## config.mk

```make
export PLATFORM = sky130hd
export DESIGN_NAME = gigamax_bus_n
export DESIGN_NICKNAME = d
export VERILOG_FILES = /design/src/rtl/gigamax_bus_n.sv
export SDC_FILE = /design/constraint.sdc
export NUM_CORES = 1
export LEC_CHECK = 0
export CAP_MARGIN = 10
export CORE_UTILIZATION = 39
export DETAILED_ROUTE_END_ITERATION = 10
export PLACE_DENSITY_LB_ADDON = 0.2
export SYNTH_ARGS = -nofsm -noshare
export SYNTH_HDL_FRONTEND = slang
export SYNTH_SLANG_ARGS = --single-unit
```

## constraint.sdc

```tcl
create_clock -name clk -period 3.76 [get_ports clk]
set_clock_uncertainty 0.15 [all_clocks]
set_input_delay 0.376 -clock clk [delete_from_list [all_inputs] [get_ports clk]]
set_output_delay 0.376 -clock clk [all_outputs]
set_load 0.02 [all_outputs]
```

## src/rtl/gigamax_bus_n.sv

```systemverilog
// Single-line snooping-bus coherence controller for NPROC processors and one memory.
// Round-robin bus arbitration, programmable memory latency, sticky coherence checker.
//
// line status | meaning
// ST_INV      | no copy held
// ST_SHD      | read-only copy held
// ST_OWN      | exclusive owner; snoop holds the pending write-back kind
module gigamax_bus_n #(
    parameter int NPROC   = 3,
    parameter int MEM_LAT = 2
) (
    input  logic                 clk,
    input  logic                 rst_n,
    input  logic [NPROC-1:0]     req_valid,
    input  logic [NPROC-1:0]     req_excl,
    input  logic [NPROC-1:0]     evict,
    input  logic [NPROC-1:0]     stall_in,
    output logic [NPROC-1:0]     grant,
    output logic                 mem_grant,
    output logic [3:0]           bus_cmd,
    output logic                 abort,
    output logic [2*NPROC-1:0]   line_state,
    output logic [NPROC-1:0]     waiting,
    output logic                 mem_busy,
    output logic                 coherence_err
);
    localparam int RW = $clog2(NPROC);

    typedef enum logic [1:0] {ST_INV = 2'd0, ST_SHD = 2'd1, ST_OWN = 2'd2} st_e;
    typedef enum logic [3:0] {
        CMD_IDLE = 4'd0, CMD_RS = 4'd1, CMD_RO = 4'd2, CMD_WI = 4'd3, CMD_WS = 4'd4,
        CMD_WRI = 4'd5, CMD_WRS = 4'd6, CMD_INVAL = 4'd7, CMD_RESP = 4'd8
    } cmd_e;

    st_e              st_q    [NPROC];
    st_e              snoop_q [NPROC];
    logic [NPROC-1:0] wait_q;
    logic             busy_q;
    logic [3:0]       cnt_q;
    logic [RW-1:0]    rr_q;
    logic             err_q;

    cmd_e             cand [NPROC];
    cmd_e             cmd;
    logic [RW-1:0]    m_idx;
    logic             m_vld;
    logic             found;
    logic             is_read;
    logic             is_write;
    logic             any_owned;
    logic             any_shd;
    int               n_own;
    logic             viol;

    always_comb begin
        for (int p = 0; p < NPROC; p++) begin
            cand[p] = CMD_IDLE;
            if (st_q[p] == ST_OWN && snoop_q[p] != ST_INV)
                cand[p] = (snoop_q[p] == ST_OWN) ? CMD_WRI : CMD_WRS;
            else if (st_q[p] == ST_OWN && evict[p])
                cand[p] = CMD_WI;
            else if (st_q[p] == ST_INV && req_valid[p] && !wait_q[p])
                cand[p] = req_excl[p] ? CMD_RO : CMD_RS;
            else if (st_q[p] == ST_SHD && req_valid[p] && req_excl[p])
                cand[p] = CMD_INVAL;
        end
    end

    // Memory response beats snoop write-backs, which beat round-robin requests.
    always_comb begin
        mem_grant = 1'b0;
        grant     = '0;
        cmd       = CMD_IDLE;
        m_idx     = '0;
        m_vld     = 1'b0;
        found     = 1'b0;
        if (busy_q && cnt_q == 4'd0) begin
            mem_grant = 1'b1;
            cmd       = CMD_RESP;
        end else begin
            for (int p = 0; p < NPROC; p++) begin
                if (!found && st_q[p] == ST_OWN && snoop_q[p] != ST_INV) begin
                    found = 1'b1;
                    m_idx = RW'(p);
                end
            end
            for (int i = 0; i < NPROC; i++) begin
                if (!found && cand[(int'(rr_q) + i) % NPROC] != CMD_IDLE) begin
                    found = 1'b1;
                    m_idx = RW'((int'(rr_q) + i) % NPROC);
                end
            end
            if (found) begin
                m_vld        = 1'b1;
                grant[m_idx] = 1'b1;
                cmd          = cand[m_idx];
            end
        end
    end

    always_comb begin
        is_read   = (cmd == CMD_RS) || (cmd == CMD_RO);
        is_write  = (cmd == CMD_WI) || (cmd == CMD_WS) || (cmd == CMD_WRI) || (cmd == CMD_WRS);
        abort     = (|stall_in) || (is_read && |(wait_q & ~grant)) ||
                    (busy_q && (is_read || is_write));
        any_owned = 1'b0;
        any_shd   = 1'b0;
        n_own     = 0;
        for (int p = 0; p < NPROC; p++) begin
            if (st_q[p] == ST_OWN) any_owned = 1'b1;
            if (st_q[p] == ST_SHD) any_shd = 1'b1;
            // an owner still owing a snoop write-back is mid-handoff and exempt
            if (st_q[p] == ST_OWN && snoop_q[p] == ST_INV) n_own = n_own + 1;
        end
        viol = (n_own > 1) || (n_own > 0 && any_shd);
    end

    always_ff @(posedge clk) begin
        if (!rst_n) begin
            for (int p = 0; p < NPROC; p++) begin
                st_q[p]    <= ST_INV;
                snoop_q[p] <= ST_INV;
            end
            wait_q <= '0;
            busy_q <= 1'b0;
            cnt_q  <= '0;
            rr_q   <= '0;
            err_q  <= 1'b0;
        end else begin
            if (cnt_q != 4'd0) cnt_q <= cnt_q - 4'd1;
            for (int p = 0; p < NPROC; p++)
                if (st_q[p] == ST_SHD && evict[p] && !grant[p]) st_q[p] <= ST_INV;
            if (!abort) begin
                for (int p = 0; p < NPROC; p++) begin
                    if (grant[p]) begin
                        case (cmd)
                            CMD_RS:    begin st_q[p] <= ST_SHD; wait_q[p] <= 1'b1; end
                            CMD_RO:    begin st_q[p] <= ST_OWN; wait_q[p] <= 1'b1; end
                            CMD_INVAL: st_q[p] <= ST_OWN;
                            CMD_WI, CMD_WRI: begin st_q[p] <= ST_INV; snoop_q[p] <= ST_INV; end
                            CMD_WRS:   begin st_q[p] <= ST_SHD; snoop_q[p] <= ST_INV; end
                            default:   ;
                        endcase
                    end else begin
                        if (st_q[p] == ST_SHD && (cmd == CMD_RO || cmd == CMD_INVAL))
                            st_q[p] <= ST_INV;
                        if (st_q[p] == ST_OWN && cmd == CMD_RS) snoop_q[p] <= ST_SHD;
                        if (st_q[p] == ST_OWN && cmd == CMD_RO) snoop_q[p] <= ST_OWN;
                        if (wait_q[p] && (cmd == CMD_RESP || cmd == CMD_WRI || cmd == CMD_WRS))
                            wait_q[p] <= 1'b0;
                    end
                end
                if (is_read && !any_owned) begin
                    busy_q <= 1'b1;
                    cnt_q  <= 4'(MEM_LAT);
                end
                if (cmd == CMD_RESP) busy_q <= 1'b0;
                if (m_vld) rr_q <= (m_idx == RW'(NPROC - 1)) ? '0 : m_idx + 1'b1;
            end
            err_q <= err_q | viol;
        end
    end

    always_comb begin
        for (int p = 0; p < NPROC; p++) line_state[2*p +: 2] = st_q[p];
    end

    assign bus_cmd       = cmd;
    assign waiting       = wait_q;
    assign mem_busy      = busy_q;
    assign coherence_err = err_q;
endmodule

```

=== Word level (Yosys, flattened, before mapping) ===
Memory sizes are Yosys's and may differ from the RTL's.
Cells that the tools add are included.
Widths: inputs -> output; s select.

* Logic and storage cells: 423
* Register bits: 11
* Bits in writable memories: 12
* Memories kept: 2
* Latch bits: 0
* ROM bits: 0
* Input bits: 14
* Output and inout bits: 20

{| class="wikitable"
|+ Memories
! memory !! depth !! bits a word !! read ports !! clocked after memory_dff !! write ports !! line !! text
|-
| snoop_q || 3 || 2 || 3 || 0 || 3 || 36 || <nowiki>st_e snoop_q [NPROC];</nowiki>
|-
| st_q || 3 || 2 || 3 || 0 || 3 || 35 || <nowiki>st_e st_q [NPROC];</nowiki>
|}

* Divide/modulo/power cells: 3
* Equal/unequal tests: 21
* $add $sub $neg: 6
* Shift operators: 0
* Bitwise operators: 41
* Muxes and demuxes: 233
* Multipliers: 0
* Magnitude comparators: 8
* Reductions and logical operators: 102

{| class="wikitable"
|+ Operators with widths
! operator !! number
|-
| $mux 1 || 153
|-
| $ge 32x3->1 const B || 3
|-
| $not 32->32 || 3
|-
| $mux 2 || 46
|-
| $add 32x2->32 const B || 2
|-
| $mod 32x3->32 const B || 2
|-
| $mux 32 || 2
|-
| $mux 4 || 14
|-
| $logic_and 1x1->1 || 52
|-
| $mux 3 || 13
|-
| $or 1x1->1 || 34
|-
| $bmux 4 s2 || 4
|-
| $gt 32x1->1 const B || 1
|-
| $gt 32x2->1 const B || 1
|-
| $mod 3x3->32 const B || 1
|-
| $eq 4x3->1 const B || 4
|-
| $reduce_bool 4->1 || 4
|-
| $eq 2x2->1 const B || 7
|-
| $reduce_bool 2->1 || 7
|-
| $logic_not 1->1 || 12
|-
| $logic_not 2->1 || 6
|-
| $logic_or 1x1->1 || 11
|-
| $reduce_and 3->1 || 3
|-
| $eq 4x2->1 const B || 2
|-
| 20 further kinds || 27
|}

=== Longest topological paths before layout ===
An unclocked memory read counts as a cell.

* Word-level depth: 49
* Mapped depth: 16
* Gate-level depth less buffers: 13

=== Worst setup path before layout ===
OpenSTA, ideal clock, no wires.

* Kind: register to register
* Start point: memory st_q[0][1] (netlist bit)
* End point: memory snoop_q[0][0] (netlist bit) (enable)
* Period minus slack after synthesis: 4.315 ns
* Stages on the path, launching flop included: 17
* Required time: 3.284 ns
* Arrival time: 3.839 ns
* Setup time: 0.326 ns
* Path slack: -0.555 ns
* Buffers on the path: 5
* Cells stage by stage: edfxtp_1 nor2b_4 buf_6 and2_4 clkbuf_2 o41a_1 a221o_1 a32oi_2 and2_1 buf_6 o311a_2 buf_6 a311oi_4 or2_1 buf_6 or3_4 o221ai_1

{| class="wikitable"
|+ RTL lines
! what !! line
|-
| start, declared || 35
|-
| end, declared || 36
|}

==> results_dict.tcl <==
set metrics [dict create \
    diodes 0 \
    p_int_mw 1.813 \
    synthMuxAreaShare 0.01725 \
    post_synth_and_or_nand_nor_area_fraction 0.3218 \
    wl_per_cell_um 18.81 \
    cpLargestDelayFamily "compound AO/OA/AOI/OAI gates" \
    fin_area_sq_mm 0.004099 \
    grt_use_total 0.2875 \
    synthTopCellsByArea "edfxtp_1 (16%), dfxtp_1 (9.5%), nand2_1 (5.3%)" \
    rsz0062_at_grt "yes" \
    dp_hpwl_mm 6.869 \
    synthCells 288 \
    cts_tree "yes" \
    crit_required_ns 3.58 \
    grt_overflow 0 \
    synth.cell_area_sq_mm 0.002321 \
    max_freq_mhz 244.3 \
    synth_cell_types 75 \
    dr.pass1.iters 5 \
    hold_viol 0 \
    rrSetupSlack_ns -0.33 \
    insertion_delay_ns 0.27 \
    ys_warn_count 0 \
    path_cells "buf_6 > or3_4 > a211oi_2 > buf_4 > nor3_1 > a2bb2oi_1 > a32oi_2 > and2_4 > buf_6 > buf_4 > buf_6 > o311a_4 > xnor2_4 > buf_6 > nand2_4 > or3_4 > o221ai_4" \
    grt_pass1_wl_mm 13.86 \
    power_mw 3.423 \
    final_common_cell "buf_4" \
    mostFrequentLayoutCells "buf_4 (114), nand2_1 (27), clkdlybuf4s50_1 (24)" \
    antenna_found_initial 0 \
    r2r-end "snoop_q[0][0]" \
    slew_headroom 0.4952 \
    avgSynthCellArea_sq_um 8.059 \
    synth_top_area_frac 0.1553 \
    ys_ff_latch 23 \
    hold_buffers 0 \
    io_buffers 33 \
    drive_above_1_share 0.4773 \
    synthArstFlopShare 0 \
    placementRows 27 \
    vdd_ir_drop_max_mv 0.8967 \
    dr_total_vias 3056 \
    root_buffer "clkbuf_8" \
    fin_crit_ns 4.093 \
    core-area_sq_mm 0.005608 \
    switching_share 0.4704 \
    die_w_um 79.15 \
    cts_buffer_depth 2 \
    place_area_sq_mm 0.003533 \
    hold_depth 1 \
    violations "negative setup slack" \
    hp-start "coherence_err" \
    powerDensity_mw_per_mm2 835.2 \
    initial_core_util 0.4139 \
    num_io_pins 34 \
    setup_viol 31 \
    floorplan.die_area_sq_mm 0.006264 \
    drtIter0Drc 173 \
    synthXorXnorAreaFrac 0.007547 \
    r2r-start "st_q[0][0]" \
    power_leakage_nw 1.700 \
    ys.flop_type "edfxtp_1" \
    fin_ws_ns -0.3333 \
    endpoint_kind "flip-flop" \
    placed_cells 491 \
    finalCritPeriodShare 1.089 \
    gp_congestion 0.9967 \
    seq_power_share 0.105 \
    holdPathEnd "coherence_err" \
    drc_errors 0 \
    synth_fa_ha_area_frac 0.03558 \
    grt_max_degree 16 \
    cts_made_buffers 3 \
    ant_nets 0 \
    r2r_cells 17 \
    combPwrFrac 0.849 \
    drv_cap 0 \
    pre_cts_ws_ns -1.034 \
    clock_power_share 0.047 \
    critical_path_class "flip-flop to flip-flop" \
    grt_pass1_vias 2881 \
    vias_per_cell 5.969 \
    yosys.area.top_type "edfxtp_1" \
    syn_to_final_growth_pct 76.60 \
    syn-num-nets 308 \
    synth_top_family_by_area "simple AND/OR/NAND/NOR gates" \
    critPathBufInv 6 \
    fill_cells 432 \
    power.switching_mw 1.610 \
    critPathArrivalTime_ns 3.92 \
    wirelength_mm 9.629 \
    fin_cells 512 \
    layout.nets 461 \
    cts_sinks 23 \
    cp_slowest_stage_delay_ns 0.45 \
    synth_edf_count 12 \
    cp_slowest_cell "edfxtp_1" \
    maxSlewViolCount 0 \
    die-height_um 79.15 \
    hold_class "flip-flop to flip-flop" \
    ys_seq_area_frac 0.2501 \
    path_max_fanout 5 \
    critPathMostFrequentCell "buf_6" \
    synth_compound_area_frac 0.2976 \
    cts_htree_levels 1 \
    critPathLaunchType "flip-flop" \
    max_slew.worst_pin.slew_ns 0.7549 \
    status "finished with violations" \
    path_clk_slew_ns 0.09 \
]
==> through the flow <==
step	TNS [ns]	util	hold slack, ns
floorplan	-2.678	-	0.3052
global placement	-23.31	0.6301	0.3097
detailed placement	-23.60	0.6301	0.3186
CTS	-1.873	0.6718	0.3436
global route	-9.812	0.7309	0.3767
finish	-6.057	0.7309	0.3454
==> metal layers <==
metal	track usage	wire length, um
met5	0	0
met4	0.1655	651
met3	0.02414	464
met2	0.4966	4758
met1	0.3476	3754
==> layout make-up <==
| type | instances | area (sq um) | share of cell area |
|---|---|---|---|
| clock buffers | 4 | 45.04 | 0.01099 |
| inverters | 22 | 82.58 | 0.02015 |
| multi-input cells | 231 | 1971 | 0.4808 |
| well taps | 72 | 90.09 | 0.02198 |
| repair buffers | 160 | 1330 | 0.3245 |
| flip-flops and latches | 23 | 580.6 | 0.1416 |
==> kinds of logic (layout without fill, tap and decap cells) <==
family | after synthesis | in the layout
compound gates | 85 | 85
xor+xnor | 2 | 2
fa+ha+maj | 6 | 6
buf+inv | 34 | 186
flops | 23 | 23
mux | 4 | 4
simple gates | 134 | 134
==> how the worst max path moves through the flow <==
stage	start	end	slack, ns	cells past startpoint
detailed placement	req_valid[2]	st_q[0][0]	-1.03	13
floorplan	st_q[0][1]	snoop_q[2][0]	-0.29	16
CTS	st_q[0][0]	st_q[0][0]	-0.23	16
global route	st_q[0][0]	st_q[0][0]	-0.45	16
finish	st_q[0][0]	snoop_q[0][0]	-0.33	17
global placement	req_valid[2]	st_q[0][0]	-1.05	13
==> worst reg2reg max path, delay by kind of cell (launching register included) <==
family	cells	cell delay (ns)
compound gates	5	1.13
xor+xnor	1	0.17
buf+inv	6	0.81
flops	1	0.45
simple gates	5	1.06
==> registers in the layout (all words and copies together) (netlist names) <==
signal / cells
cnt_q: 4
snoop_q: 6
waiting: 3
st_q: 6
coherence_err: 1
mem_busy: 1
rr_q: 2
==> cells in the mapped netlist, drive strengths merged (3+ instances only) <==
| cell | n |
|---|---|
| o311ai | 8 |
| nor4 | 11 |
| or3 | 6 |
| nand2b | 6 |
| mux2i | 4 |
| a31oi | 3 |
| edfxtp | 12 |
| dfxtp | 11 |
| inv | 22 |
| o31ai | 3 |
| nor3b | 4 |
| nor3 | 7 |
| a21oi | 12 |
| o21a | 4 |
| buf | 5 |
| nand3b | 5 |
| or2 | 4 |
| a211oi | 9 |
| o21ai | 12 |
| nor2b | 4 |
| nor2 | 25 |
| o221ai | 6 |
| and2 | 3 |
| nand3 | 12 |
| o311a | 3 |
| clkbuf | 7 |
| ha | 5 |
| o211ai | 4 |
| nand2 | 33 |
==> power groups by stage <==
stage	clock [mW]	sequential [mW]	combinational, mW
final	0.161	0.358	2.90
after global routing	0.171	0.363	3.06
after CTS	0.158	0.355	2.33
after detailed placement	0	0.359	2.18
after global placement	0	0.356	2.16
after floorplan	0	0.399	1.11
==> what timing repair did <==
item / CTS / global route
resized for setup: 56 / 64
setup buffers: 8 / 12
endpoints found under the setup margin: 41 / 40
pin swaps: 20 / 18
No activity file was read; power rests on OpenSTA's default activity.
